### src/rtl/cp0_unit_if.sv
// rtl/cp0_unit_if.sv - pipeline-facing signal bundle for the coprocessor-0 unit
interface cp0_unit_if;
  logic        cu_cp0_w_en;
  logic [4:0]  cu_exec_code;
  logic [31:0] cu_epc;
  logic        exmem_eret;
  logic        mtc0_en;
  logic [4:0]  mtc0_addr;
  logic [31:0] mtc0_data;
  logic [4:0]  mfc0_addr;
  logic [31:0] mfc0_data;
  logic [5:0]  hw_intr;
  logic        cp0_intr;
  logic [31:0] cp0_epc;

  modport master (
    output cu_cp0_w_en, cu_exec_code, cu_epc, exmem_eret,
    output mtc0_en, mtc0_addr, mtc0_data, mfc0_addr, hw_intr,
    input  mfc0_data, cp0_intr, cp0_epc
  );

  modport slave (
    input  cu_cp0_w_en, cu_exec_code, cu_epc, exmem_eret,
    input  mtc0_en, mtc0_addr, mtc0_data, mfc0_addr, hw_intr,
    output mfc0_data, cp0_intr, cp0_epc
  );
endinterface

### src/rtl/cp0_unit.sv
// rtl/cp0_unit.sv - CP0 Status/Cause/EPC registers, interrupt request, optional Count/Compare timer
// Defining CP0_TIMER_EN adds the Count/Compare timer and the TI interrupt source.
module cp0_unit #(
  parameter int unsigned COUNT_DIV_LOG2 = 1,
  parameter logic [31:0] STATUS_RESET   = 32'h0000_0000
) (
  input logic   clk,
  input logic   reset,
  cp0_unit_if.slave bus
);
  localparam logic [4:0] ADDR_COUNT   = 5'd9;
  localparam logic [4:0] ADDR_COMPARE = 5'd11;
  localparam logic [4:0] ADDR_STATUS  = 5'd12;
  localparam logic [4:0] ADDR_CAUSE   = 5'd13;
  localparam logic [4:0] ADDR_EPC     = 5'd14;

  logic        ie_q, ie_d, exl_q, exl_d;
  logic [7:0]  im_q, im_d;
  logic [4:0]  exc_q, exc_d;
  logic [1:0]  ip_sw_q, ip_sw_d;
  logic [5:0]  hw_q;
  logic [31:0] epc_q, epc_d;
  logic        ti;
  logic [31:0] count_rd, compare_rd;
  logic [7:0]  ip;

  logic wr_status, wr_cause, wr_epc;
  assign wr_status = bus.mtc0_en && (bus.mtc0_addr == ADDR_STATUS);
  assign wr_cause  = bus.mtc0_en && (bus.mtc0_addr == ADDR_CAUSE);
  assign wr_epc    = bus.mtc0_en && (bus.mtc0_addr == ADDR_EPC);

  // Exception entry owns EPC/ExcCode/EXL; eret only overrides EXL from an mtc0.
  always_comb begin
    ie_d    = ie_q;
    exl_d   = exl_q;
    im_d    = im_q;
    exc_d   = exc_q;
    ip_sw_d = ip_sw_q;
    epc_d   = epc_q;
    if (wr_status) begin
      ie_d  = bus.mtc0_data[0];
      exl_d = bus.mtc0_data[1];
      im_d  = bus.mtc0_data[15:8];
    end
    if (wr_cause) ip_sw_d = bus.mtc0_data[9:8];
    if (wr_epc)   epc_d   = bus.mtc0_data;
    if (bus.cu_cp0_w_en) begin
      epc_d = bus.cu_epc;
      exc_d = bus.cu_exec_code;
      exl_d = 1'b1;
    end else if (bus.exmem_eret) begin
      exl_d = 1'b0;
    end
  end

  always_ff @(posedge clk) begin
    if (reset) begin
      ie_q    <= STATUS_RESET[0];
      exl_q   <= STATUS_RESET[1];
      im_q    <= STATUS_RESET[15:8];
      exc_q   <= 5'd0;
      ip_sw_q <= 2'd0;
      hw_q    <= 6'd0;
      epc_q   <= 32'd0;
    end else begin
      ie_q    <= ie_d;
      exl_q   <= exl_d;
      im_q    <= im_d;
      exc_q   <= exc_d;
      ip_sw_q <= ip_sw_d;
      hw_q    <= bus.hw_intr;
      epc_q   <= epc_d;
    end
  end

`ifdef CP0_TIMER_EN
  localparam int unsigned DIV_W = (COUNT_DIV_LOG2 > 0) ? COUNT_DIV_LOG2 : 1;

  logic [31:0]      count_q, count_d, compare_q, compare_d;
  logic [DIV_W-1:0] div_q;
  logic             ti_q, ti_d, tick;
  logic             wr_count, wr_compare;

  assign wr_count   = bus.mtc0_en && (bus.mtc0_addr == ADDR_COUNT);
  assign wr_compare = bus.mtc0_en && (bus.mtc0_addr == ADDR_COMPARE);
  assign tick       = (COUNT_DIV_LOG2 == 0) ? 1'b1 : (&div_q);

  always_comb begin
    count_d   = count_q;
    compare_d = compare_q;
    ti_d      = ti_q;
    if (wr_count)  count_d = bus.mtc0_data;
    else if (tick) count_d = count_q + 32'd1;
    if (wr_compare) begin
      compare_d = bus.mtc0_data;
      ti_d      = 1'b0;
    end else if (count_q == compare_q) begin
      ti_d = 1'b1;
    end
  end

  always_ff @(posedge clk) begin
    if (reset) begin
      count_q   <= 32'd0;
      compare_q <= 32'hFFFF_FFFF;
      div_q     <= '0;
      ti_q      <= 1'b0;
    end else begin
      count_q   <= count_d;
      compare_q <= compare_d;
      div_q     <= div_q + DIV_W'(1);
      ti_q      <= ti_d;
    end
  end

  assign ti         = ti_q;
  assign count_rd   = count_q;
  assign compare_rd = compare_q;
`else
  assign ti         = 1'b0;
  assign count_rd   = 32'd0;
  assign compare_rd = 32'd0;
`endif

  assign ip           = {hw_q[5] | ti, hw_q[4:0], ip_sw_q};
  assign bus.cp0_intr = ie_q & ~exl_q & (|(ip & im_q));
  assign bus.cp0_epc  = epc_q;

  always_comb begin
    bus.mfc0_data = 32'd0;
    case (bus.mfc0_addr)
      ADDR_COUNT:   bus.mfc0_data = count_rd;
      ADDR_COMPARE: bus.mfc0_data = compare_rd;
      ADDR_STATUS:  bus.mfc0_data = {16'd0, im_q, 6'd0, exl_q, ie_q};
      ADDR_CAUSE:   bus.mfc0_data = {1'b0, ti, 14'd0, ip, 1'b0, exc_q, 2'd0};
      ADDR_EPC:     bus.mfc0_data = epc_q;
      default:      bus.mfc0_data = 32'd0;
    endcase
  end
endmodule

### src/flat_wrapper.sv
// flat-port wrapper written by rule: the top's interface ports become plain ports
module cp0_unit_flat 
#(
  parameter int unsigned COUNT_DIV_LOG2 = 1,
  parameter logic [31:0] STATUS_RESET   = 32'h0000_0000
)
  (clk, reset, bus_cu_cp0_w_en, bus_cu_exec_code, bus_cu_epc, bus_exmem_eret, bus_mtc0_en, bus_mtc0_addr, bus_mtc0_data, bus_mfc0_addr, bus_hw_intr, bus_mfc0_data, bus_cp0_intr, bus_cp0_epc);
  cp0_unit_if bus_i ();
  input logic clk;
  input logic reset;
  input wire logic [$bits(bus_i.cu_cp0_w_en)-1:0] bus_cu_cp0_w_en;
  input wire logic [$bits(bus_i.cu_exec_code)-1:0] bus_cu_exec_code;
  input wire logic [$bits(bus_i.cu_epc)-1:0] bus_cu_epc;
  input wire logic [$bits(bus_i.exmem_eret)-1:0] bus_exmem_eret;
  input wire logic [$bits(bus_i.mtc0_en)-1:0] bus_mtc0_en;
  input wire logic [$bits(bus_i.mtc0_addr)-1:0] bus_mtc0_addr;
  input wire logic [$bits(bus_i.mtc0_data)-1:0] bus_mtc0_data;
  input wire logic [$bits(bus_i.mfc0_addr)-1:0] bus_mfc0_addr;
  input wire logic [$bits(bus_i.hw_intr)-1:0] bus_hw_intr;
  output wire logic [$bits(bus_i.mfc0_data)-1:0] bus_mfc0_data;
  output wire logic [$bits(bus_i.cp0_intr)-1:0] bus_cp0_intr;
  output wire logic [$bits(bus_i.cp0_epc)-1:0] bus_cp0_epc;
  assign bus_i.cu_cp0_w_en = bus_cu_cp0_w_en;
  assign bus_i.cu_exec_code = bus_cu_exec_code;
  assign bus_i.cu_epc = bus_cu_epc;
  assign bus_i.exmem_eret = bus_exmem_eret;
  assign bus_i.mtc0_en = bus_mtc0_en;
  assign bus_i.mtc0_addr = bus_mtc0_addr;
  assign bus_i.mtc0_data = bus_mtc0_data;
  assign bus_i.mfc0_addr = bus_mfc0_addr;
  assign bus_i.hw_intr = bus_hw_intr;
  assign bus_mfc0_data = bus_i.mfc0_data;
  assign bus_cp0_intr = bus_i.cp0_intr;
  assign bus_cp0_epc = bus_i.cp0_epc;
  cp0_unit #(.COUNT_DIV_LOG2(COUNT_DIV_LOG2), .STATUS_RESET(STATUS_RESET)) u_core (.clk(clk), .reset(reset), .bus(bus_i));
endmodule
### config.mk
export PLATFORM = sky130hd
export DESIGN_NAME = cp0_unit_flat
export DESIGN_NICKNAME = d
export VERILOG_FILES = /design/src/rtl/cp0_unit_if.sv /design/src/rtl/cp0_unit.sv /design/src/flat_wrapper.sv
export SDC_FILE = /design/constraint.sdc
export NUM_CORES = 1
export LEC_CHECK = 0
export ABC_AREA = 1
export BUFFER_PORTS_ARGS = -buffer_cell sky130_fd_sc_hd__buf_2
export CAP_MARGIN = 20
export CORE_ASPECT_RATIO = 0.9
export CORE_MARGIN = 4
export CORE_UTILIZATION = 25
export DETAILED_ROUTE_END_ITERATION = 12
export GPL_TIMING_DRIVEN = 0
export SLEW_MARGIN = 15
export SYNTH_ARGS = -nofsm -noshare
export SYNTH_HDL_FRONTEND = slang
export SYNTH_SLANG_ARGS = --single-unit
### constraint.sdc
create_clock -name clk -period 1.7 [get_ports clk]
set_input_delay 0.255 -clock clk [delete_from_list [all_inputs] [get_ports clk]]
set_output_delay 0.255 -clock clk [all_outputs]
set_load 0.03 [all_outputs]
**After elaboration in Yosys (flattened, before gate mapping)**

Cells that the tools add are included.

- Register bits: 55

- Reductions and logical operators: 6
- Bitwise gates (word level): 4
- Multiplexer cells: 6
- Equal/unequal tests: 6

Operators by type and width:

| kind | count |
|---|---|
| 32-bit case mux with 3 select lines | 1 |
| 32-bit two-way mux | 2 |
| 5-bit by 4-bit equality test with 1-bit output, second input constant | 6 |
| 8-bit bitwise AND | 1 |
| 8-bit OR reduction | 1 |
| 1-bit logical AND | 3 |
| 1-bit two-way mux | 3 |
| 3-bit nonzero test | 1 |
| 1-bit bitwise AND | 2 |
| 2-bit nonzero test | 1 |
| 1-bit NOT | 1 |

**Depth between registers and ports, before layout**

- Depth in word-level cells: 5
- Mapped depth: 8

**Worst setup path before layout**

OpenSTA, ideal clock, no wires.

- Path type: input to output
- Start point: in bus_mfc0_addr[3]
- End point: out bus_mfc0_data[0]
- Path slack: -0.038 ns
- Data arrival time: 1.483 ns
- Buffers on the path: 1
- Stages: 5
- Required time: 1.445 ns
- Cells stage by stage: nand2_1 nor2_1 nand2_1 clkbuf_1 o21ai_0

- Longest elaborated chain between the ends: 2

RTL lines:

| element | RTL line | source |
|---|---|---|
| from (decl) | flat_wrapper.sv:18 | `input wire logic [$bits(bus_i.mfc0_addr)-1:0] bus_mfc0_addr;` |
| 5-bit by 4-bit equality test with 1-bit output | cp0_unit.sv:131 | `case (bus.mfc0_addr)` |
| 32-bit case mux with 3 select lines (*) | cp0_unit.sv:131 |  |
| to (decl) | flat_wrapper.sv:20 | `output wire logic [$bits(bus_i.mfc0_data)-1:0] bus_mfc0_data;` |

Mark *: on every way between the ends. The rest lies on a longest branch, timed or not.

**Worst setup path in the final report**

- Start point: in bus_mfc0_addr[3]
- End point: out bus_mfc0_data[14]

Same word-level chain as after synthesis.

==> results.cfg <==
[outcome]
status = finished clean

[floorplan]
start_util_pct = 26.2
rows = 36
design.portCount = 155
die_y_um = 110
die_x_um = 121
dieArea_um2 = 13300
coreArea_um2 = 11000

[drt]
num_vias = 3596
drtAntennaViolNets = 0
drc = 0
vias_per_cell = 4.56
dr.pass1.iters = 5
wl_mm = 10.8
routedWlPerCell_um = 13.7
initialDrtViolationCount = 213

[placed_design]
place.gp.congestion = 0.864
hpwlAfterDp_mm = 8.82
numPortBuffers = 153
dp_cells = 780

[grt]
grt_pass1_wl_mm = 16.6
grt_overflow_total = 0
grt_max_degree = 19
grt_usage_pct = 15.7
antenna_found_initial = 0
grt_pass1_vias = 3339

[cts]
ctsHoldBuffers = 0
cts_tree = done
clk_latency_ns = 0.29
ctsRootBufferMaster = clkbuf_16
cts.clk_slew.worst_paths_ns = 0.07
ctsResizeCount = 8
cts_buffer_depth = 2
clock_sinks = 55
cts_htree_levels = 2
cts_made_buffers = 5
postCtsSetupBuffers = 0

[cells_and_area]
areaGrowthSynthToFinish_pct = 39.0
fin_util_pct = 36.4
instances_no_fill = 788
drive_gt1_share_pct = 29.7
final_nets = 725
num_antenna_cells = 0

[worst_setup_path]
crit_top_cell = buf_2
critPathMaxStageDelay_ns = 0.23
crit_chain = buf_2 > nand2_1 > nor2_2 > nand2_1 > buf_2 > o211ai_1 > buf_2
arrival_ns = 1.37
slowest_stage = buf_2
start_kind = input pin
critical_path_required_ns = 1.44
cp_max_fo = 10
crit_type = input pin to output port
end_kind = output port
worstPathBufferInverterCount = 3
cpLargestDelayFamily = buffers and inverters

[logic_synthesis]
synthMuxAreaShare_pct = 0
syn_area_um2 = 2890
synth_compound_area_share_pct = 8.49
synth_top_family_by_area = simple AND/OR/NAND/NOR gates
synth_fa_ha_area_share_pct = 0
synth_cell_types = 19
postSynthAreaPerCell_um2 = 6.08
synth_seq_cells = 55
synth_nets = 565
synth_simple_gate_area_share_pct = 43.6
yosys_warnings = 0
yosysSeqAreaShare_pct = 38.1
synthXorXnorAreaFrac_pct = 0
synth_cells = 475

[timing]
rsz0062_at_grt = yes
clock.fmax_ghz = 0.615
setup_violations = 0
period_needed_ns = 1.63
worst_pin_slew_ns = 0.572
slew_violations = 0
hold_viol = 0
fin_crit_sh_pct = 95.6
finalClockSkew_ns = 0
relSlewSlack_pct = 61.8

[power_and_ir_drop]
ir_worst_vdd_mv = 0.412
p_leak_nw = 2.11
pwr_density_cell_nw_per_um2 = 759

[worst_hold_path]
hold_path.class = input pin to register

[run]
cap_violations = 0
[through the flow]
step	worst slack [ns]	hold WS [ns]	TNS (ns)	instance area [µm²]	power, mW
after global placement	-0.146	0.467	-1.78	3840	2.02
after floorplan	0.127	0.362	0	2890	1.77
after detailed placement	-0.210	0.464	-2.49	3840	2.03
final	0.0744	0.159	0	4010	3.05
after global routing	-0.00611	0.160	-0.00611	4010	3.21
after CTS	0.00419	0.157	0	4000	3.09
[area by class of cell]
cell class | instances | area, µm²
Timing Repair Buffer | 153 | 766
Clock inverter | 3 | 22.5
Multi-Input combinational cell | 352 | 1520
Sequential cell | 55 | 1100
Tap cell | 152 | 190
Buffer | 30 | 149
Clock buffer | 5 | 125
Fill cell | 1225 | 7020
Inverter | 38 | 143
[where the power goes]
part           switching, mW  internal, mW  total, mW
logic                  0.377         0.212      0.589
clock network          0.496         0.556       1.05
registers             0.0520          1.36       1.41
[cell families (layout without fill, tap and decap cells)]
family          Yosys count  in the layout
compound gates           48             48
buf+inv                  68            229
flops                    55             55
simple gates            304            304
[sequential cells by signal, indices dropped and copies added, names as in the netlist]
name / count
u_core.ie_q: 1
u_core.ip_sw_q: 2
u_core.im_q: 8
u_core.exc_q: 5
u_core.exl_q: 1
u_core.hw_q: 6
u_core.bus.cp0_epc: 32
[cells in the final DEF, fill, tap and decap left out, types with 2 or more instances in the layout]
master and n:
buf_2 162, nand2_1 134, nor2_1 85, nand3_1 75, dfxtp_1 55, inv_1 35
a21oi_1 27, o21ai_0 18, clkbuf_1 11, clkbuf_2 5, clkbuf_16 5, nor2_2 4
inv_2 3, buf_4 3, nor2_4 2, o211ai_1 2, nand4_1 2, inv_6 2
[path summary, 6_finish.rpt]
| kind | start | to | slack [ns] | cells after the start |
|---|---|---|---|---|
| worst min register to register | u_core.bus.cp0_epc[21]$_SDFFE_PP0P_ | u_core.bus.cp0_epc[21]$_SDFFE_PP0P_ | 0.51 | 2 |
| worst max register to register | u_core.exl_q$_SDFFE_PP0P_ | u_core.exl_q$_SDFFE_PP0P_ | 0.92 | 4 |
| worst max-delay path | bus_mfc0_addr[3] | bus_mfc0_data[14] | 0.07 | 7 |
| worst min-delay path | bus_hw_intr[2] | u_core.hw_q[2]$_SDFF_PP0_ | 0.16 | 3 |
[synth_stat cells]
cell	number	area (µm²)
a21oi_1	27	135
buf_1	1	3.75
buf_2	6	30.0
buf_4	3	22.5
buf_6	1	11.3
clkbuf_1	19	71.3
dfxtp_1	55	1100
inv_1	35	131
inv_2	3	11.3
nand2_1	134	503
nand3_1	75	375
nand3_2	1	10.0
nand4_1	2	12.5
nor2_1	88	330
nor2_2	2	12.5
nor2_4	1	11.3
nor3_1	1	5.00
o211ai_1	2	15.0
o21ai_0	19	95.1
[worst register-to-register path: cells and delay by family, from the launching register on]
kind             cells  cell delay, ns
AND/OR/NAND/NOR      4            0.30
flip-flops           1            0.41
[layer usage]
metal / vias to the layer above / track usage [%] / share of wire, %
met5: - / 0 / 0
met4: 0 / 3.44 / 1.2
met3: 10 / 3.81 / 8.3
met2: 145 / 26.1 / 45
met1: 1626 / 20.9 / 45
li1: 1815 / - / -
No activity file was read; power rests on OpenSTA's default activity.
